--- src/rtl/input_buffer.sv ---
// rtl/input_buffer.sv - Phoenix router per-port receive FIFO with header request/ack read FSM.
`ifndef TAM_FLIT
`define TAM_FLIT 16
`endif
`ifndef TAM_BUFFER
`define TAM_BUFFER 16
`endif

module input_buffer #(
    parameter int TAM_FLIT   = `TAM_FLIT,
    parameter int TAM_BUFFER = `TAM_BUFFER
) (
    input  logic                clock,
    input  logic                reset,
    input  logic                rx,
    input  logic [TAM_FLIT-1:0] data_in,
    output logic                credit_o,
    output logic                h,
    input  logic                ack_h,
    output logic                data_av,
    output logic [TAM_FLIT-1:0] data,
    input  logic                data_ack,
    output logic                sender
);
    localparam int PW = $clog2(TAM_BUFFER);

    typedef enum logic [2:0] {
        S_IDLE, S_REQ, S_SEND_HDR, S_SEND_SIZE, S_PAYLOAD, S_END
    } state_t;

    logic [TAM_FLIT-1:0] fifo_q [TAM_BUFFER];
    logic [PW-1:0]       first_q, last_q;
    logic [PW:0]         count_q;
    logic [TAM_FLIT-1:0] rem_q, rem_d;
    state_t              state_q, state_d;
    logic                h_q, h_d;
    logic                sender_q, sender_d;
    logic                push, pop, not_empty, sending;

    assign not_empty = (count_q != '0);
    assign credit_o  = (count_q != (PW+1)'(TAM_BUFFER));
    assign sending   = (state_q == S_SEND_HDR) || (state_q == S_SEND_SIZE) ||
                       (state_q == S_PAYLOAD);
    assign data_av   = sending && not_empty;
    assign data      = fifo_q[first_q];
    assign push      = rx && credit_o;
    assign pop       = data_av && data_ack;
    assign h         = h_q;
    assign sender    = sender_q;

    // Storage is not reset; contents are only observed once count says they are valid.
    always_ff @(posedge clock) begin
        if (push) begin
            fifo_q[last_q] <= data_in;
        end
    end

    always_ff @(posedge clock or negedge reset) begin
        if (!reset) begin
            first_q <= '0;
            last_q  <= '0;
            count_q <= '0;
        end else begin
            if (push) begin
                last_q <= last_q + 1'b1;
            end
            if (pop) begin
                first_q <= first_q + 1'b1;
            end
            if (push && !pop) begin
                count_q <= count_q + 1'b1;
            end else if (pop && !push) begin
                count_q <= count_q - 1'b1;
            end
        end
    end

    always_ff @(posedge clock or negedge reset) begin
        if (!reset) begin
            state_q  <= S_IDLE;
            h_q      <= 1'b0;
            sender_q <= 1'b0;
            rem_q    <= '0;
        end else begin
            state_q  <= state_d;
            h_q      <= h_d;
            sender_q <= sender_d;
            rem_q    <= rem_d;
        end
    end

    always_comb begin
        state_d  = state_q;
        h_d      = h_q;
        sender_d = sender_q;
        rem_d    = rem_q;
        case (state_q)
            S_IDLE: begin
                h_d      = 1'b0;
                sender_d = 1'b0;
                if (not_empty) begin
                    state_d = S_REQ;
                    h_d     = 1'b1;
                end
            end
            S_REQ: begin
                h_d = 1'b1;
                if (ack_h) begin
                    h_d      = 1'b0;
                    sender_d = 1'b1;
                    state_d  = S_SEND_HDR;
                end
            end
            S_SEND_HDR: begin
                if (pop) begin
                    state_d = S_SEND_SIZE;
                end
            end
            S_SEND_SIZE: begin
                // A zero size field ends the packet right after the size flit.
                if (pop) begin
                    rem_d   = data;
                    state_d = (data != '0) ? S_PAYLOAD : S_END;
                end
            end
            S_PAYLOAD: begin
                if (pop) begin
                    rem_d = rem_q - 1'b1;
                    if (rem_q == TAM_FLIT'(1)) begin
                        state_d = S_END;
                    end
                end
            end
            S_END: begin
                sender_d = 1'b0;
                state_d  = S_IDLE;
            end
            default: begin
                state_d  = S_IDLE;
                h_d      = 1'b0;
                sender_d = 1'b0;
            end
        endcase
    end
endmodule
--- config.mk ---
export PLATFORM = sky130hd
export DESIGN_NAME = input_buffer
export DESIGN_NICKNAME = d
export VERILOG_FILES = /design/src/rtl/input_buffer.sv
export SDC_FILE = /design/constraint.sdc
export NUM_CORES = 1
export LEC_CHECK = 0
export ABC_AREA = 1
export CAP_MARGIN = 5
export CORE_ASPECT_RATIO = 0.7
export CORE_MARGIN = 2
export CORE_UTILIZATION = 50
export DETAILED_ROUTE_END_ITERATION = 8
export MAX_ROUTING_LAYER = met4
export PLACE_DENSITY = 0.67
export SYNTH_ARGS = -nofsm -noshare
export SYNTH_HDL_FRONTEND = slang
export SYNTH_SLANG_ARGS = --single-unit
--- constraint.sdc ---
create_clock -name clock -period 5.3 [get_ports clock]
set_input_delay 1.59 -clock clock [delete_from_list [all_inputs] [get_ports clock]]
set_output_delay 1.59 -clock clock [all_outputs]
set_load 0.01 [all_outputs]
==> flow_summary.ini, run 1 <==
[status]
status = finished clean

[logic_synthesis]
synth_top_area_frac = 0.602
synth_edf_count = 256
synthCells = 1240
synth_seq_area_share = 0.669
synthTopCellsByArea = edfxtp_1 60%, nand2_1 11%, dfrtp_1 6.7%
syn_area_um2 = 12800
synth-seq-cells = 290
async_flop_share = 0.117
syn_area_per_cell_um2 = 10.3
ys.flop_type = edfxtp_1
synth_cell_types = 36
synth_nets = 1275
yosys_warnings = 0
yosys.area.top_type = edfxtp_1

[sta]
fmax_mhz = 220
relSlewSlack = 0.413
setup_viol = 0
fin_crit_sh = 0.859
drv_slew = 0
tightest_slew_ps = 880
fin_skew_ps = 8.81
rsz0062_at_grt = no
worst_slack_ps = 749
tns_ps = 0
hold_violations = 0
finalCriticalPeriod_ps = 4550

[clock_tree]
cts_buffers = 28
post_cts_buffers = 0
clock_latency_ps = 540
postCtsHoldBufs = 0
cts_resized = 0
clk_pin_slew_worst_paths_ps = 60
cts_tree = done
cts_sinks = 290
htreeDepth = 1
cts-root-buf = clkbuf_16
clock_path_buffers = 3

[routing]
ant_nets = 0
drc = 0
drt-initial-drc-count = 1138
num_vias = 8773
drtPass1Iterations = 5
post_drt_wl_per_cell_um = 19.2
viasPerCell = 5.39
totalWireLength_um = 31200

[place]
portBuffers = 40
gp_congestion = 0.814
hpwl_um = 17600
preCtsSetupSlack_ps = 1320

[critical_path]
crit_type = reg -> out
slowest_stage = clkdlybuf4s50_1
cp_cell_sequence = inv_4, buf_4, nand2_1, nand2_1, nand2_1, nand3_1, nand3_1, nand2_1, clkdlybuf4s50_1
cp-end-kind = output pin
crit_path_start_kind = register
crit_top_cell = nand2_1
critPathRequiredTime_ps = 3710
arrival_ps = 2960
max_stage_delay_ps = 590
critPathMaxFanout = 33

[floorplanning]
start_util = 0.513
pin_count = 41
die_w_um = 195
dieArea_um2 = 26800
rows = 48
core-area_um2 = 24900
die_h_um = 138

[global_routing]
grt_start_max_net_pins = 137
grt_usage = 0.244
grt_pass1_vias = 8125
grt_pass1_wl_um = 47900
gr-total-overflow = 0
antenna_found_initial = 1

[layout]
area_growth_pct = 13.2
final_layout_size_suffix_gt1_frac = 0.0753
regArea_um2 = 8540
fill_cells = 2081
nNetsFinal = 1316
multi_input_area_um2 = 3470

[power]
cellPowerDensity_nw_per_um2 = 571
p_leak_nw = 5.84
ir_drop_mv = 0.340

[hold_path]
min_path_type = reg -> reg

[flow_run]
max-cap-violations = 0
[area by class of cell]
cell class | instances | area share
Clock inverter | 18 | 0.0114
Multi-Input combinational cell | 768 | 0.240
Inverter | 124 | 0.0324
Clock buffer | 32 | 0.0510
Sequential cell | 290 | 0.591
Antenna cell | 1 | 0.000173
Timing Repair Buffer | 69 | 0.0450
Tap cell | 325 | 0.0282
[cell usage after synthesis, types with 2 or more instances]
master,number
buf_4,6
ha_1,13
nand3_1,136
buf_6,7
a21oi_1,23
clkbuf_1,13
inv_1,117
buf_2,24
buf_1,8
xor2_1,8
clkinv_1,2
o211ai_1,7
inv_2,4
edfxtp_1,256
o21ai_1,13
nand4_1,3
nand2_1,388
nor3_1,5
o22ai_1,6
o21ai_0,44
nor2_1,105
dfrtp_1,34
nand2_2,2
a31oi_1,4
[cell families after synthesis]
logic type | Yosys count | synth area share
simple gates | 641 | 0.204
compound gates | 104 | 0.0448
fa+ha+maj | 14 | 0.0143
xor+xnor | 9 | 0.00618
flops | 290 | 0.669
buf+inv | 182 | 0.0620
[worst max-delay path: cells and delay by family, from the launching register on]
family / cells / cell delay [ps]
flip-flops: 1 / 500
buffers and inverters: 3 / 1230
AND/OR/NAND/NOR: 6 / 670
[cells in the final DEF, fill, tap and decap left out, types with 2 or more instances in the layout]
cell	Yosys	routed
inv_1	117	117
clkbuf_16	0	29
xor2_1	8	8
a21oi_1	23	23
o22ai_1	6	6
dfrtp_1	34	33
clkinv_2	0	9
o211ai_1	7	7
o21ai_0	44	44
nor2_1	105	89
a31oi_1	4	4
nor3_1	5	5
inv_2	4	4
ha_1	13	13
nand4_1	3	3
clkinvlp_4	0	2
nand2_2	2	2
nor2_2	0	16
buf_4	6	26
buf_12	0	3
bufinv_16	0	3
nand3_1	136	136
clkbuf_1	13	3
clkdlybuf4s50_1	0	39
edfxtp_1	256	256
clkinv_1	2	6
nand2_1	388	388
o21ai_1	13	13
[final timing paths]
kind	from	end	slack, ps	cells past startpoint
setup / recovery	first_q[0]$_DFFE_PN0P_	data[15]	750	9
hold reg to reg	h$_DFFE_PN0N_	h$_DFFE_PN0N_	490	2
setup reg to reg	count_q[0]$_DFFE_PN0P_	count_q[4]$_DFFE_PN0P_	2530	16
max in group asynchronous	reset	first_q[0]$_DFFE_PN0P_	3490	1
min in group asynchronous	reset	rem_q[11]$_DFFE_PN0P_	1170	1
hold / removal	h$_DFFE_PN0N_	h$_DFFE_PN0N_	490	2
[state kept, by name (all words and copies together) (netlist names)]
register  cells
sender        1
rem_q        16
state_q       3
count_q       5
fifo_q      256
first_q       4
h             1
last_q        4
[layer usage]
metal / share of wire / GRT usage / vias up
met4: 0.022 / 0.0577 / 0
met3: 0.092 / 0.0404 / 57
met1: 0.46 / 0.361 / 4148
met5: 0 / - / -
met2: 0.43 / 0.354 / 370
li1: - / - / 4198
[per-stage QoR]
stage	total power, W	util	hold WS (ps)	instances	area [µm²]
after floorplan	0.00512	-	463	1240	12800
after global placement	0.00623	0.545	464	1576	13500
after detailed placement	0.00627	0.545	480	1576	13500
after CTS	0.00825	0.581	491	1626	14400
after global routing	0.00875	0.581	508	1627	14400
final	0.00824	0.581	492	1627	14400
[where the power goes]
group	internal, W	switching [W]	total, W	leakage, nW
clock network	0.00114	0.000840	0.00198	0.445
registers	0.00282	0.000158	0.00298	2.71
logic	0.00107	0.00221	0.00328	2.68
total	0.00503	0.00321	0.00824	5.84
Power figures use the tool's default switching activity.
==> run 2, diff against run 1 <==
ABC_CLOCK_PERIOD_IN_PS = 4800   (was unset)
clock period = 4.8 ns   (was 5.3 ns; I/O delays follow)
==> flow_summary.ini, run 2 (synthesis gave the netlist of run 1 again) <==
[clock_tree]
clk_pin_slew_worst_paths_ps = 70
cts_resized = 0
htreeDepth = 1
clock_latency_ps = 550
cts_buffers = 28
cts-root-buf = clkbuf_16
postCtsHoldBufs = 0
cts_sinks = 290
clock_path_buffers = 3
cts_tree = done
post_cts_buffers = 0

[floorplanning]
die_w_um = 195
pin_count = 41
dieArea_um2 = 26800
core-area_um2 = 24900
rows = 48
die_h_um = 138
start_util = 0.513

[critical_path]
cp_cell_sequence = inv_4, buf_12, nand2_1, nand2_1, nand2_1, nand3_1, nand3_1, nand2_1, clkdlybuf4s50_1
r2r_slack_ps = 1900
critPathRequiredTime_ps = 3360
cp-end-kind = output pin
crit_path_start_kind = register
crit_top_cell = nand2_1
arrival_ps = 2880
max_stage_delay_ps = 600
crit_type = reg -> out
critPathMaxFanout = 35
slowest_stage = clkdlybuf4s50_1

[status]
status = finished clean

[layout]
fill_cells = 2095
final_cell_mix = 388 x nand2_1, 256 x edfxtp_1, 136 x nand3_1
nNetsFinal = 1316
area_growth_pct = 13.7
final_util = 0.584
top_regs = fifo_q x256, rem_q x16, count_q x5
mostFrequentLayoutCell = nand2_1
largest_reg_flops = 256
antenna_cells = 0
top_register = fifo_q
final_layout_size_suffix_gt1_frac = 0.0783

[global_routing]
grt_usage = 0.252
gr-total-overflow = 0
antenna_found_initial = 0
grt_pass1_wl_um = 49200
grt_pass1_vias = 8174
grt_start_max_net_pins = 136

[sta]
finalCriticalPeriod_ps = 4320
fin_crit_sh = 0.900
tns_ps = 0
tightest_slew_ps = 823
fmax_mhz = 232
setup_viol = 0
relSlewSlack = 0.452
drv_slew = 0
worst_slack_ps = 480
hold_violations = 0
fin_skew_ps = 19.3
rsz0062_at_grt = no

[place]
preCtsSetupSlack_ps = 1050
portBuffers = 40
gp_congestion = 0.879
hpwl_um = 19000

[routing]
post_drt_wl_per_cell_um = 19.7
drc = 0
drt-initial-drc-count = 1181
ant_nets = 0
viasPerCell = 5.42
num_vias = 8825
totalWireLength_um = 32100
drtPass1Iterations = 5

[power]
cellPowerDensity_nw_per_um2 = 637
p_leak_nw = 5.87
ir_drop_mv = 0.333

[hold_path]
min_path_type = reg -> reg

[flow_run]
max-cap-violations = 0
[run 2: cell types whose count changed in the layout (fill, tap and decap cells not counted), sizes merged]
cell	delta
diode	-1
clkinv	-4
inv	+1
clkbuf	+4
clkinvlp	+1
[run 2: power breakdown]
| group | total, W | switching, W | internal [W] |
|---|---|---|---|
| clock | 0.00227 | 0.000957 | 0.00132 |
| sequential | 0.00327 | 0.000153 | 0.00312 |
| combinational | 0.00370 | 0.00249 | 0.00121 |
[run 2: area by class of cell]
class,count,area [µm²],share of cell area
clock buffers,36,782,0.0539
clock inverters,16,169,0.0116
inverters,124,468,0.0322
multi-input cells,768,3470,0.239
flip-flops and latches,290,8540,0.588
well taps,325,407,0.0280
repair buffers,69,676,0.0465
[run 2: final timing paths]
check                                       start                     end  cells past startpoint
max in group asynchronous                   reset  first_q[0]$_DFFE_PN0P_                      1
setup reg to reg           state_q[0]$_DFFE_PN0P_   rem_q[11]$_DFFE_PN0P_                     11
hold / removal                      h$_DFFE_PN0N_           h$_DFFE_PN0N_                      2
setup / recovery           first_q[0]$_DFFE_PN0P_                 data[4]                      9
min in group asynchronous                   reset  count_q[4]$_DFFE_PN0P_                      1
hold reg to reg                     h$_DFFE_PN0N_           h$_DFFE_PN0N_                      2
[run 2: stage by stage]
step | instance area, µm² | total power (W) | hold WS (ps) | cells
after floorplan | 12800 | 0.00565 | 463 | 1240
after global placement | 13600 | 0.00691 | 468 | 1576
after detailed placement | 13600 | 0.00698 | 484 | 1576
after CTS | 14500 | 0.00924 | 499 | 1628
after global routing | 14500 | 0.00981 | 530 | 1628
final | 14500 | 0.00924 | 496 | 1628
[run 2: routing by layer]
| metal | GRT usage | vias to the layer above | share of wire |
|---|---|---|---|
| met5 | - | - | 0 |
| met4 | 0.0666 | 0 | 0.025 |
| met3 | 0.0494 | 59 | 0.092 |
| met2 | 0.361 | 406 | 0.43 |
| met1 | 0.368 | 4148 | 0.45 |
| li1 | - | 4212 | - |
[run 2: worst max-delay path: cells and delay by family, from the launching register on]
family | cells | cell delay [ps]
buffers and inverters | 3 | 1170
and+or+nand+nor | 6 | 620
DFF | 1 | 510
==> run 3, diff against run 2 <==
PLACE_DENSITY = unset   (was 0.67)
PLACE_DENSITY_LB_ADDON = 0.12   (was unset)
REMOVE_ABC_BUFFERS = 1   (was unset)
==> flow_summary.ini, run 3 (synthesis gave the netlist of run 1 again) <==
[status]
status = finished clean

[critical_path]
regToRegStartpoint = state_q[1]$_DFFE_PN0P_
max_stage_delay_ps = 650
crit_type = reg -> out
reg2reg_to = rem_q[4]$_DFFE_PN0P_
cp.depth = 9
cp_num_buf_inv = 3
r2r_cells = 10
cp_cell_sequence = inv_4, buf_12, nand2_1, nand2_1, nand2_1, nand3_1, nand3_1, nand2_1, clkdlybuf4s50_1
startpoint = first_q[0]$_DFFE_PN0P_
critPathMaxFanout = 76
crit_path_start_kind = register
critPathRequiredTime_ps = 3360
crit_top_cell = nand2_1
r2r_slack_ps = 1950
cp-end-kind = output pin
slowest_stage = dfrtp_4
arrival_ps = 3120
critPathTopFamily = buffers and inverters

[global_routing]
gr-total-overflow = 0
antenna_found_initial = 0
grt_pass1_wl_um = 48900
grt_usage = 0.252
grt_pass1_vias = 8242
grt_start_max_net_pins = 77

[floorplanning]
pin_count = 41
start_util = 0.513
die_h_um = 138
rows = 48
core-area_um2 = 24900
dieArea_um2 = 26800
die_w_um = 195

[routing]
totalWireLength_um = 31900
drc = 0
post_drt_wl_per_cell_um = 19.6
viasPerCell = 5.36
drtPass1Iterations = 5
ant_nets = 0
drt-initial-drc-count = 904
num_vias = 8747

[layout]
mostFrequentLayoutCell = nand2_1
nNetsFinal = 1320
top_register = fifo_q
largest_reg_flops = 256
final_layout_size_suffix_gt1_frac = 0.0765
final_cell_mix = 388 x nand2_1, 256 x edfxtp_1, 136 x nand3_1
top_regs = fifo_q x256, rem_q x16, count_q x5
area_growth_pct = 13.7
antenna_cells = 0
final_cells = 1632

[place]
portBuffers = 40
hpwl_um = 18900
gp_congestion = 0.813
placed_cells = 1579

[sta]
hold_violations = 0
rsz0062_at_grt = no
worst_hold_slack_ps = 484
fin_crit_sh = 0.950
relSlewSlack = 0.457
setup_viol = 0
tightest_slew_ps = 815
finalCriticalPeriod_ps = 4560
fmax_mhz = 219
fin_skew_ps = 9.34
drv_slew = 0

[flow_run]
max-cap-violations = 0

[power]
cellPowerDensity_nw_per_um2 = 635
p_leak_nw = 5.87
ir_drop_mv = 0.398

[clock_tree]
clk_pin_slew_worst_paths_ps = 60
cts_tree = done
clock_path_buffers = 3
cts_sinks = 290
cts_buffers = 29
htreeDepth = 1
cts_resized = 0
postCtsHoldBufs = 0
cts-root-buf = clkbuf_16
clock_latency_ps = 550
post_cts_buffers = 0

[hold_path]
worstHoldEndpoint = h$_DFFE_PN0N_
hp-start = h$_DFFE_PN0N_
min_path_cells = 2
min_path_type = reg -> reg
run 3: per-layer routing:
metal | GRT usage | routed length, µm | vias up
met5 | - | 0 | -
met4 | 0.0772 | 980 | 0
met3 | 0.0404 | 2300 | 60
met2 | 0.368 | 14000 | 303
met1 | 0.364 | 14700 | 4165
li1 | - | - | 4219
run 3: worst min-delay path: cells and delay by family (launching register included):
family | cells | cell delay [ps]
compound gates | 1 | 50
simple gates | 1 | 50
flops | 1 | 350
run 3: worst max path at each step:
stage | endpoint | slack, ps
final | data[6] | 240
after global routing | data[6] | 90
after CTS | data[6] | 220
after detailed placement | data[6] | 820
after global placement | data[6] | 830
after floorplan | data[1] | -620
run 3: through the flow:
stage	total power (W)	util	area [µm²]	worst slack [ps]	setup TNS, ps
5_1_grt	0.00979	0.583	14500	89.7	0
4_1_cts	0.00925	0.583	14500	222	0
3_3_place_gp	0.00693	0.545	13600	835	0
3_5_place_dp	0.00696	0.545	13600	816	0
6_report	0.00921	0.583	14500	238	0
2_1_floorplan	0.00548	-	12400	-616	-8850
run 3: final cells by class:
type	count	area [µm²]
fillers	2119	10400
flip-flops and latches	290	8540
multi-input cells	768	3480
clock buffers	37	776
repair buffers	72	661
inverters	124	468
well taps	325	407
clock inverters	16	175
run 3: where the power goes:
group / internal [W] / leakage [nW] / switching (W)
logic: 0.00118 / 2.69 / 0.00243
registers: 0.00312 / 2.71 / 0.000192
clock network: 0.00135 / 0.467 / 0.000935
